--- config.mk ---
export PLATFORM = sky130hd
export DESIGN_NAME = branch_resolver
export DESIGN_NICKNAME = d
export VERILOG_FILES = /design/src/rtl/branch_resolver.sv
export SDC_FILE = /design/constraint.sdc
export NUM_CORES = 1
export LEC_CHECK = 0
export CAP_MARGIN = 5
export CORE_AREA = 3 3 146 148
export CTS_CLUSTER_DIAMETER = 50
export DETAILED_ROUTE_END_ITERATION = 10
export DIE_AREA = 0 0 149 151
export PLACE_DENSITY_LB_ADDON = 0.12
export SYNTH_ARGS = -nofsm -noshare
export SYNTH_HDL_FRONTEND = slang
export SYNTH_SLANG_ARGS = --single-unit
--- constraint.sdc ---
create_clock -name i_clk -period 3.6 [get_ports i_clk]
set_clock_uncertainty 0.1 [all_clocks]
set_input_delay 0.72 -clock i_clk [delete_from_list [all_inputs] [get_ports i_clk]]
set_output_delay 0.72 -clock i_clk [all_outputs]
set_load 0.02 [all_outputs]
--- src/rtl/branch_resolver.sv ---
// -----------------------------------------------------------------------------
// branch_resolver
//
// Two-stage pipelined resolver for RV32 conditional branches (B-type).
// S1 holds the accepted request and feeds the comparators and adders; S2
// holds the resolved result, which drives every result output.
//
// Ports:
//   i_clk, i_rst_n        clock (rising edge), asynchronous active-low reset
//   i_valid / o_ready     request handshake
//   i_funct3              branch type (BEQ/BNE/BLT/BGE/BLTU/BGEU)
//   i_rs1, i_rs2          operands
//   i_pc, i_imm           branch PC and sign-extended B-immediate
//   i_pred_taken          front-end prediction
//   i_flush               kill all in-flight entries at the next edge
//   o_valid / i_ready     result handshake
//   o_taken               branch condition true
//   o_redirect_pc         taken ? pc+imm : pc+4
//   o_mispredict          o_taken differs from the prediction
//   o_misalign            taken with target[1:0] != 0
//   o_illegal             funct3 is 010 or 011
//   o_branch_cnt          completed output handshakes  (BRANCH_STATS_EN)
//   o_mispred_cnt         completed mispredicted ones (BRANCH_STATS_EN)
//
// Configuration macro: BRANCH_STATS_EN. When undefined the counter ports are
// tied to zero and no counter flops exist.
// -----------------------------------------------------------------------------
module branch_resolver #(
  parameter int XLEN = 32
) (
  input  logic            i_clk,
  input  logic            i_rst_n,
  input  logic            i_valid,
  output logic            o_ready,
  input  logic [2:0]      i_funct3,
  input  logic [XLEN-1:0] i_rs1,
  input  logic [XLEN-1:0] i_rs2,
  input  logic [XLEN-1:0] i_pc,
  input  logic [XLEN-1:0] i_imm,
  input  logic            i_pred_taken,
  input  logic            i_flush,
  output logic            o_valid,
  input  logic            i_ready,
  output logic            o_taken,
  output logic [XLEN-1:0] o_redirect_pc,
  output logic            o_mispredict,
  output logic            o_misalign,
  output logic            o_illegal,
  output logic [31:0]     o_branch_cnt,
  output logic [31:0]     o_mispred_cnt
);

  localparam logic [2:0] F3_BEQ  = 3'b000;
  localparam logic [2:0] F3_BNE  = 3'b001;
  localparam logic [2:0] F3_BLT  = 3'b100;
  localparam logic [2:0] F3_BGE  = 3'b101;
  localparam logic [2:0] F3_BLTU = 3'b110;
  localparam logic [2:0] F3_BGEU = 3'b111;

  // S1: request register
  logic            s1_valid_q, s1_valid_d;
  logic [2:0]      s1_funct3_q, s1_funct3_d;
  logic [XLEN-1:0] s1_rs1_q, s1_rs1_d;
  logic [XLEN-1:0] s1_rs2_q, s1_rs2_d;
  logic [XLEN-1:0] s1_pc_q, s1_pc_d;
  logic [XLEN-1:0] s1_imm_q, s1_imm_d;
  logic            s1_pred_q, s1_pred_d;

  // S2: resolved result register
  logic            s2_valid_q, s2_valid_d;
  logic            taken_q, taken_d;
  logic [XLEN-1:0] redirect_q, redirect_d;
  logic            mispred_q, mispred_d;
  logic            misalign_q, misalign_d;
  logic            illegal_q, illegal_d;

  logic            in_hs;
  logic            s2_load;
  logic            cmp_eq, cmp_lt, cmp_ltu;
  logic            cond, illegal;
  logic [XLEN-1:0] target, pc_plus4;

  // S1 may accept whenever either stage has room or S2 drains this cycle.
  // This is a combinational path from i_ready, deliberately unaffected by i_flush.
  assign o_ready = ~s1_valid_q | ~s2_valid_q | i_ready;
  assign in_hs   = i_valid & o_ready;
  assign s2_load = s1_valid_q & (~s2_valid_q | i_ready);

  // Condition evaluation and address arithmetic from the S1 register.
  always_comb begin
    cmp_eq   = (s1_rs1_q == s1_rs2_q);
    cmp_lt   = ($signed(s1_rs1_q) < $signed(s1_rs2_q));
    cmp_ltu  = (s1_rs1_q < s1_rs2_q);
    target   = s1_pc_q + s1_imm_q;          // carry discarded: modulo 2^XLEN
    pc_plus4 = s1_pc_q + XLEN'(4);
    cond     = 1'b0;
    illegal  = 1'b0;
    case (s1_funct3_q)
      F3_BEQ:  cond = cmp_eq;
      F3_BNE:  cond = ~cmp_eq;
      F3_BLT:  cond = cmp_lt;
      F3_BGE:  cond = ~cmp_lt;
      F3_BLTU: cond = cmp_ltu;
      F3_BGEU: cond = ~cmp_ltu;
      default: illegal = 1'b1;              // 010/011 are never taken
    endcase
  end

  // NOTE: every signal written here gets a default first, so no latch is inferred.
  always_comb begin
    s1_valid_d  = s1_valid_q;
    s1_funct3_d = s1_funct3_q;
    s1_rs1_d    = s1_rs1_q;
    s1_rs2_d    = s1_rs2_q;
    s1_pc_d     = s1_pc_q;
    s1_imm_d    = s1_imm_q;
    s1_pred_d   = s1_pred_q;
    s2_valid_d  = s2_valid_q;
    taken_d     = taken_q;
    redirect_d  = redirect_q;
    mispred_d   = mispred_q;
    misalign_d  = misalign_q;
    illegal_d   = illegal_q;

    if (s2_load)  s1_valid_d = 1'b0;
    if (in_hs) begin
      s1_valid_d  = 1'b1;
      s1_funct3_d = i_funct3;
      s1_rs1_d    = i_rs1;
      s1_rs2_d    = i_rs2;
      s1_pc_d     = i_pc;
      s1_imm_d    = i_imm;
      s1_pred_d   = i_pred_taken;
    end

    if (i_ready)  s2_valid_d = 1'b0;
    if (s2_load)  s2_valid_d = 1'b1;

    // Result data only changes when a live entry lands, so it holds while
    // o_valid is low and while the consumer stalls.
    if (s2_load && !i_flush) begin
      taken_d    = cond;
      redirect_d = cond ? target : pc_plus4;
      mispred_d  = cond ^ s1_pred_q;
      misalign_d = cond & (|target[1:0]);
      illegal_d  = illegal;
    end

    if (i_flush) begin
      s1_valid_d = 1'b0;
      s2_valid_d = 1'b0;
    end
  end

  // NOTE: sequential state uses non-blocking assignments so every flop samples
  // pre-edge values regardless of statement order.
  always_ff @(posedge i_clk or negedge i_rst_n) begin
    if (!i_rst_n) begin
      s1_valid_q  <= 1'b0;
      s1_funct3_q <= '0;
      s1_rs1_q    <= '0;
      s1_rs2_q    <= '0;
      s1_pc_q     <= '0;
      s1_imm_q    <= '0;
      s1_pred_q   <= 1'b0;
      s2_valid_q  <= 1'b0;
      taken_q     <= 1'b0;
      redirect_q  <= '0;
      mispred_q   <= 1'b0;
      misalign_q  <= 1'b0;
      illegal_q   <= 1'b0;
    end else begin
      s1_valid_q  <= s1_valid_d;
      s1_funct3_q <= s1_funct3_d;
      s1_rs1_q    <= s1_rs1_d;
      s1_rs2_q    <= s1_rs2_d;
      s1_pc_q     <= s1_pc_d;
      s1_imm_q    <= s1_imm_d;
      s1_pred_q   <= s1_pred_d;
      s2_valid_q  <= s2_valid_d;
      taken_q     <= taken_d;
      redirect_q  <= redirect_d;
      mispred_q   <= mispred_d;
      misalign_q  <= misalign_d;
      illegal_q   <= illegal_d;
    end
  end

  assign o_valid       = s2_valid_q;
  assign o_taken       = taken_q;
  assign o_redirect_pc = redirect_q;
  assign o_mispredict  = mispred_q;
  assign o_misalign    = misalign_q;
  assign o_illegal     = illegal_q;

`ifdef BRANCH_STATS_EN
  logic [31:0] branch_cnt_q, branch_cnt_d;
  logic [31:0] mispred_cnt_q, mispred_cnt_d;
  logic        out_hs;

  assign out_hs = s2_valid_q & i_ready;

  always_comb begin
    branch_cnt_d  = branch_cnt_q;
    mispred_cnt_d = mispred_cnt_q;
    if (out_hs) begin
      branch_cnt_d = branch_cnt_q + 32'd1;
      if (mispred_q) mispred_cnt_d = mispred_cnt_q + 32'd1;
    end
  end

  always_ff @(posedge i_clk or negedge i_rst_n) begin
    if (!i_rst_n) begin
      branch_cnt_q  <= '0;
      mispred_cnt_q <= '0;
    end else begin
      branch_cnt_q  <= branch_cnt_d;
      mispred_cnt_q <= mispred_cnt_d;
    end
  end

  assign o_branch_cnt  = branch_cnt_q;
  assign o_mispred_cnt = mispred_cnt_q;
`else
  assign o_branch_cnt  = '0;
  assign o_mispred_cnt = '0;
`endif

endmodule

# After elaboration in Yosys (flattened, before gate mapping)
# Index checks and enable logic that the tools add are counted.
# classes
add_sub_neg	2
n_lt_le_gt_ge	2
n_eq_ne	6
n_mux	9
bitwise_logic	12
reduce_logical	7
# op_table
operator	count
< comparator 32 bit	2
adder 32 x 3 -> 32 bit (second input constant)	1
adder 32 bit	1
== test 32 bit	1
2-to-1 mux 32 bit	1
== test 3 bit (second input constant)	4
2-to-1 mux 1 bit	7
case mux 1 bit (6 select lines)	1
nonzero test 3 bit	2
OR reduction 6 bit	1
inverter 1 bit	5
bitwise AND 1 bit	3
== test 3 x 1 -> 1 bit (second input constant)	1
zero test 3 bit	1
OR 1 bit	3
OR reduction 2 bit	1
logical AND 1 bit	1
zero test 1 bit	1
bitwise XOR 1 bit	1
# totals
regBits	170
in_bits	137

# Longest topological paths before layout
# depth
word_depth	6
ltp_mapped	12

# Worst setup path before layout
# No wires, ideal clock.
# synth_path
path_kind	reg2reg
startpoint	register s1_imm_q[0]
endpoint	register redirect_q[30] (netlist: o_redirect_pc[30])
setup_time_ns	0.158
arrival_ns	2.508
t_required_ns	3.342
slack_ns	0.834
stages_incl_launch_ff	12
path_buffers	0
path_cell_list	dfrtp_1 -> ha_1 -> fa_1 -> a21oi_1 -> and4b_1 -> o21ai_0 -> nand3_1 -> a311oi_1 -> o41ai_2 -> xor2_1 -> mux2i_1 -> a21oi_1
# synth_via
elab_chain_cells	2
# synth_lines
element	line_no	source
start: declaration	66	logic [XLEN-1:0] s1_imm_q, s1_imm_d;
start signal: assignment	178	s1_imm_q <= s1_imm_d;
adder 32 bit	94	target = s1_pc_q + s1_imm_q;
2-to-1 mux 32 bit	143	redirect_d = cond ? target : pc_plus4;
end signal: assignment	182	redirect_q <= redirect_d;
end: declaration	72	logic [XLEN-1:0] redirect_q, redirect_d;
# No other way between the ends.
# A chain may end at the register's enable or synchronous reset.

# Worst setup path in the final report
# layout_path
startpoint	register s1_rs1_q[23]
endpoint	register redirect_q[23] (netlist: o_redirect_pc[23])
# layout_via
elab_chain_cells	4
# layout_lines
element	line_no	source
start: declaration	63	logic [XLEN-1:0] s1_rs1_q, s1_rs1_d;
start signal: assignment	175	s1_rs1_q <= s1_rs1_d;
< comparator 32 bit, or another cell as far along	93	cmp_ltu = (s1_rs1_q < s1_rs2_q);
inverter 1 bit (on tied branches)	104, 100, 102	
case mux 1 bit (6 select lines) *	98	case (s1_funct3_q)
2-to-1 mux 32 bit *	143	
# Mark *: on every way between the ends. The rest lies on a longest branch, timed or not.

==> results.sh <==
export IMPL_worst_slew_pin_slew_ns=0.5606
export IMPL_post_cts_buffers=0
export IMPL_min_path_type="in2async"
export IMPL_h_tree_depth=4
export IMPL_die_h_um=151
export IMPL_clk_pin_slew_ns=0.08
export IMPL_clk_path_buf_depth=2
export IMPL_io_buffers=174
export IMPL_drtIter0Drc=400
export IMPL_crit_fanout=30
export IMPL_route_detailed_drc=0
export IMPL_start_util_pct=49.93
export IMPL_final_max_slew_violation_count=0
export IMPL_powerDensity_nw_per_um2=506.7
export IMPL_hold_viol=0
export IMPL_grt_pass1_vias=6963
export IMPL_yosysMostFrequentCell="dfrtp_1"
export IMPL_fillers=1711
export IMPL_worstPathArrival_ns=3.48
export IMPL_yosysWarnings=0
export IMPL_cpPeakStageDelay_ns=0.46
export IMPL_cts_tree="yes"
export IMPL_placed_area_um2=11900
export IMPL_ys_ff_latch=170
export IMPL_die_area_um2=22500
export IMPL_drv_cap=0
export IMPL_clk_insertion_delay_late_ns=0.44
export IMPL_dp_hpwl_um=16800
export IMPL_final_antenna_net_count=0
export IMPL_yosysTopAreaCellShare_pct=42.24
export IMPL_cts_resized=0
export IMPL_via_per_inst=5.162
export IMPL_fin_cells=1391
export IMPL_grtUsageTotal_pct=19.31
export IMPL_critical_path_class="reg2reg"
export IMPL_worst_path_max_delay_cell="nor4_2"
export IMPL_gp_congestion=0.9153
export IMPL_coreArea_um2=20170
export IMPL_async_flop_share_pct=100.0
export IMPL_place_inst=1359
export IMPL_peakVddDrop_mv=0.3241
export IMPL_area_growth_syn_to_layout_pct=24.05
export IMPL_synthFlopType="dfrtp_1"
export IMPL_status="finished, final reports clean"
export IMPL_hold_ws_ns=0.1142
export IMPL_synth_edf_count=0
export IMPL_clockRootBuffer="clkbuf_16"
export IMPL_max_slew_margin_pct=62.29
export IMPL_vias=7180
export IMPL_reg2reg_slack_ns=0.32
export IMPL_power_leakage_nw=5.529
export IMPL_fin_crit_sh_pct=91.14
export IMPL_synth_common_cells="dfrtp_1, mux2_2, nand2_1, buf_4, ha_1"
export IMPL_cts_sinks=170
export IMPL_fin_tns_setup_ns=0
export IMPL_routedWlPerCell_um=15.68
export IMPL_drt_pass1_iterations=4
export IMPL_gr_total_overflow=0
export IMPL_antenna_found_initial=1
export IMPL_grt_max_degree=92
export IMPL_fmaxAchievable_ghz=0.3048
export IMPL_critPathTopFamily="simple AND/OR/NAND/NOR gates"
export IMPL_worst_setup_path_start_kind="flip-flop"
export IMPL_synth_area_leaders="dfrtp_1, mux2_2, ha_1"
export IMPL_synth_area_um2=10070
export IMPL_utilization_pct=61.94
export IMPL_cp_cell_sequence="ha_1 > nand4_1 > nor4_2 > nand3_1 > xor2_1 > or3_1 > o211a_2 > nand2_4 > buf_4 > mux2i_1 > o21ai_0"
export IMPL_drt_wl_total_um=21810
export IMPL_post_synth_top_area_cell="dfrtp_1"
export IMPL_seq_area_frac_synth_pct=42.24
export IMPL_drive_gt1_share_pct=17.48
export IMPL_cts_buffers=17
export IMPL_final_nets=1310
export IMPL_avgSynthCellArea_um2=10.79
export IMPL_rsz0062_at_grt="false"
export IMPL_synth_cell_types=67
export IMPL_endpoint_kind="flip-flop"
export IMPL_worst_path_buf_inv=1
export IMPL_diodes=0
export IMPL_holdBufCountCts=0
export IMPL_finish_instance_area_um2=12490
export IMPL_required_ns=3.80
export IMPL_die_w_um=149
export IMPL_rows=52
export IMPL_setup_violations=0
export IMPL_grt_first_pass_wirelength_um=34790
export IMPL_fin_crit_ns=3.281
export IMPL_ios=239
export IMPL_synthCells=933
-- final timing paths --
| path | from | end | depth (start not counted) |
|---|---|---|---|
| min | i_rst_n | o_redirect_pc[10] | 1 |
| min reg2reg | o_illegal | o_illegal | 2 |
| max reg2reg | s1_rs1_q[23] | o_redirect_pc[23] | 11 |
| max in group asynchronous | i_rst_n | s1_rs1_q[27] | 2 |
| max | s1_rs1_q[23] | o_redirect_pc[23] | 11 |
| min in group i_clk | o_illegal | o_illegal | 2 |
-- registers in the layout (all words and copies together), names as in the netlist --
name	flops
s1_imm_q	32
s1_rs1_q	32
s1_valid_q	1
s1_pc_q	32
s1_rs2_q	32
o_mispredict	1
o_redirect_pc	32
s1_funct3_q	3
o_taken	1
o_misalign	1
s1_pred_q	1
o_illegal	1
o_valid	1
-- through the flow --
step	power (mW)	setup WS (ns)
final	6.330	0.3191
after global placement	4.524	0.3458
after CTS	6.404	0.2611
after detailed placement	4.552	0.2771
after global routing	6.723	0.07356
after floorplan	3.840	0.8340
-- layout make-up --
cell class | instances | area, µm² | area share, %
Clock buffer | 17 | 425.4 | 3.405
Clock inverter | 15 | 172.7 | 1.382
Inverter | 37 | 138.9 | 1.112
Multi-Input combinational cell | 697 | 5301 | 42.43
Sequential cell | 170 | 4254 | 34.05
Tap cell | 270 | 337.8 | 2.704
Timing Repair Buffer | 185 | 1863 | 14.91
-- cell families after synthesis --
family / share of synthesized area (%)
AO/OA/AOI/OAI: 9.679
buffers and inverters: 7.541
adder cells (fa/ha/maj): 8.150
AND/OR/NAND/NOR: 9.914
XOR/XNOR: 4.870
other: 0.03724
multiplexers: 17.57
flip-flops: 42.24
-- per-layer routing --
layer / vias up / GRT usage [%] / wire [µm]
li1: 3527 / - / -
met1: 3437 / 25.43 / 9609
met2: 191 / 31.50 / 10480
met3: 23 / 5.476 / 1361
met4: 2 / 5.172 / 356
met5: - / 0 / 9
-- power by group --
group | internal, mW | leakage [nW] | switching [mW] | total (mW)
Sequential | 2.20 | 2.01 | 0.221 | 2.42
Combinational | 1.03 | 3.22 | 1.06 | 2.08
Clock | 0.940 | 0.295 | 0.888 | 1.83
Total | 4.16 | 5.53 | 2.17 | 6.33
-- placed cells by master, fill, tap and decap left out, drive strengths merged, types with 4 or more instances in the layout --
cell	count
a211oi	4
a21o	18
a21oi	38
a31oi	5
and3	10
buf	12
clkbuf	17
clkdlybuf4s50	173
clkinv	6
conb	64
dfrtp	170
ha	64
inv	46
mux2	134
mux2i	26
nand2	70
nand3	21
nand4	19
nor2	38
nor2b	11
nor3	13
o211ai	4
o21a	5
o21ai	48
or3	5
xnor2	36
xor2	20
Note: power is estimated with default switching activity, not from simulation.
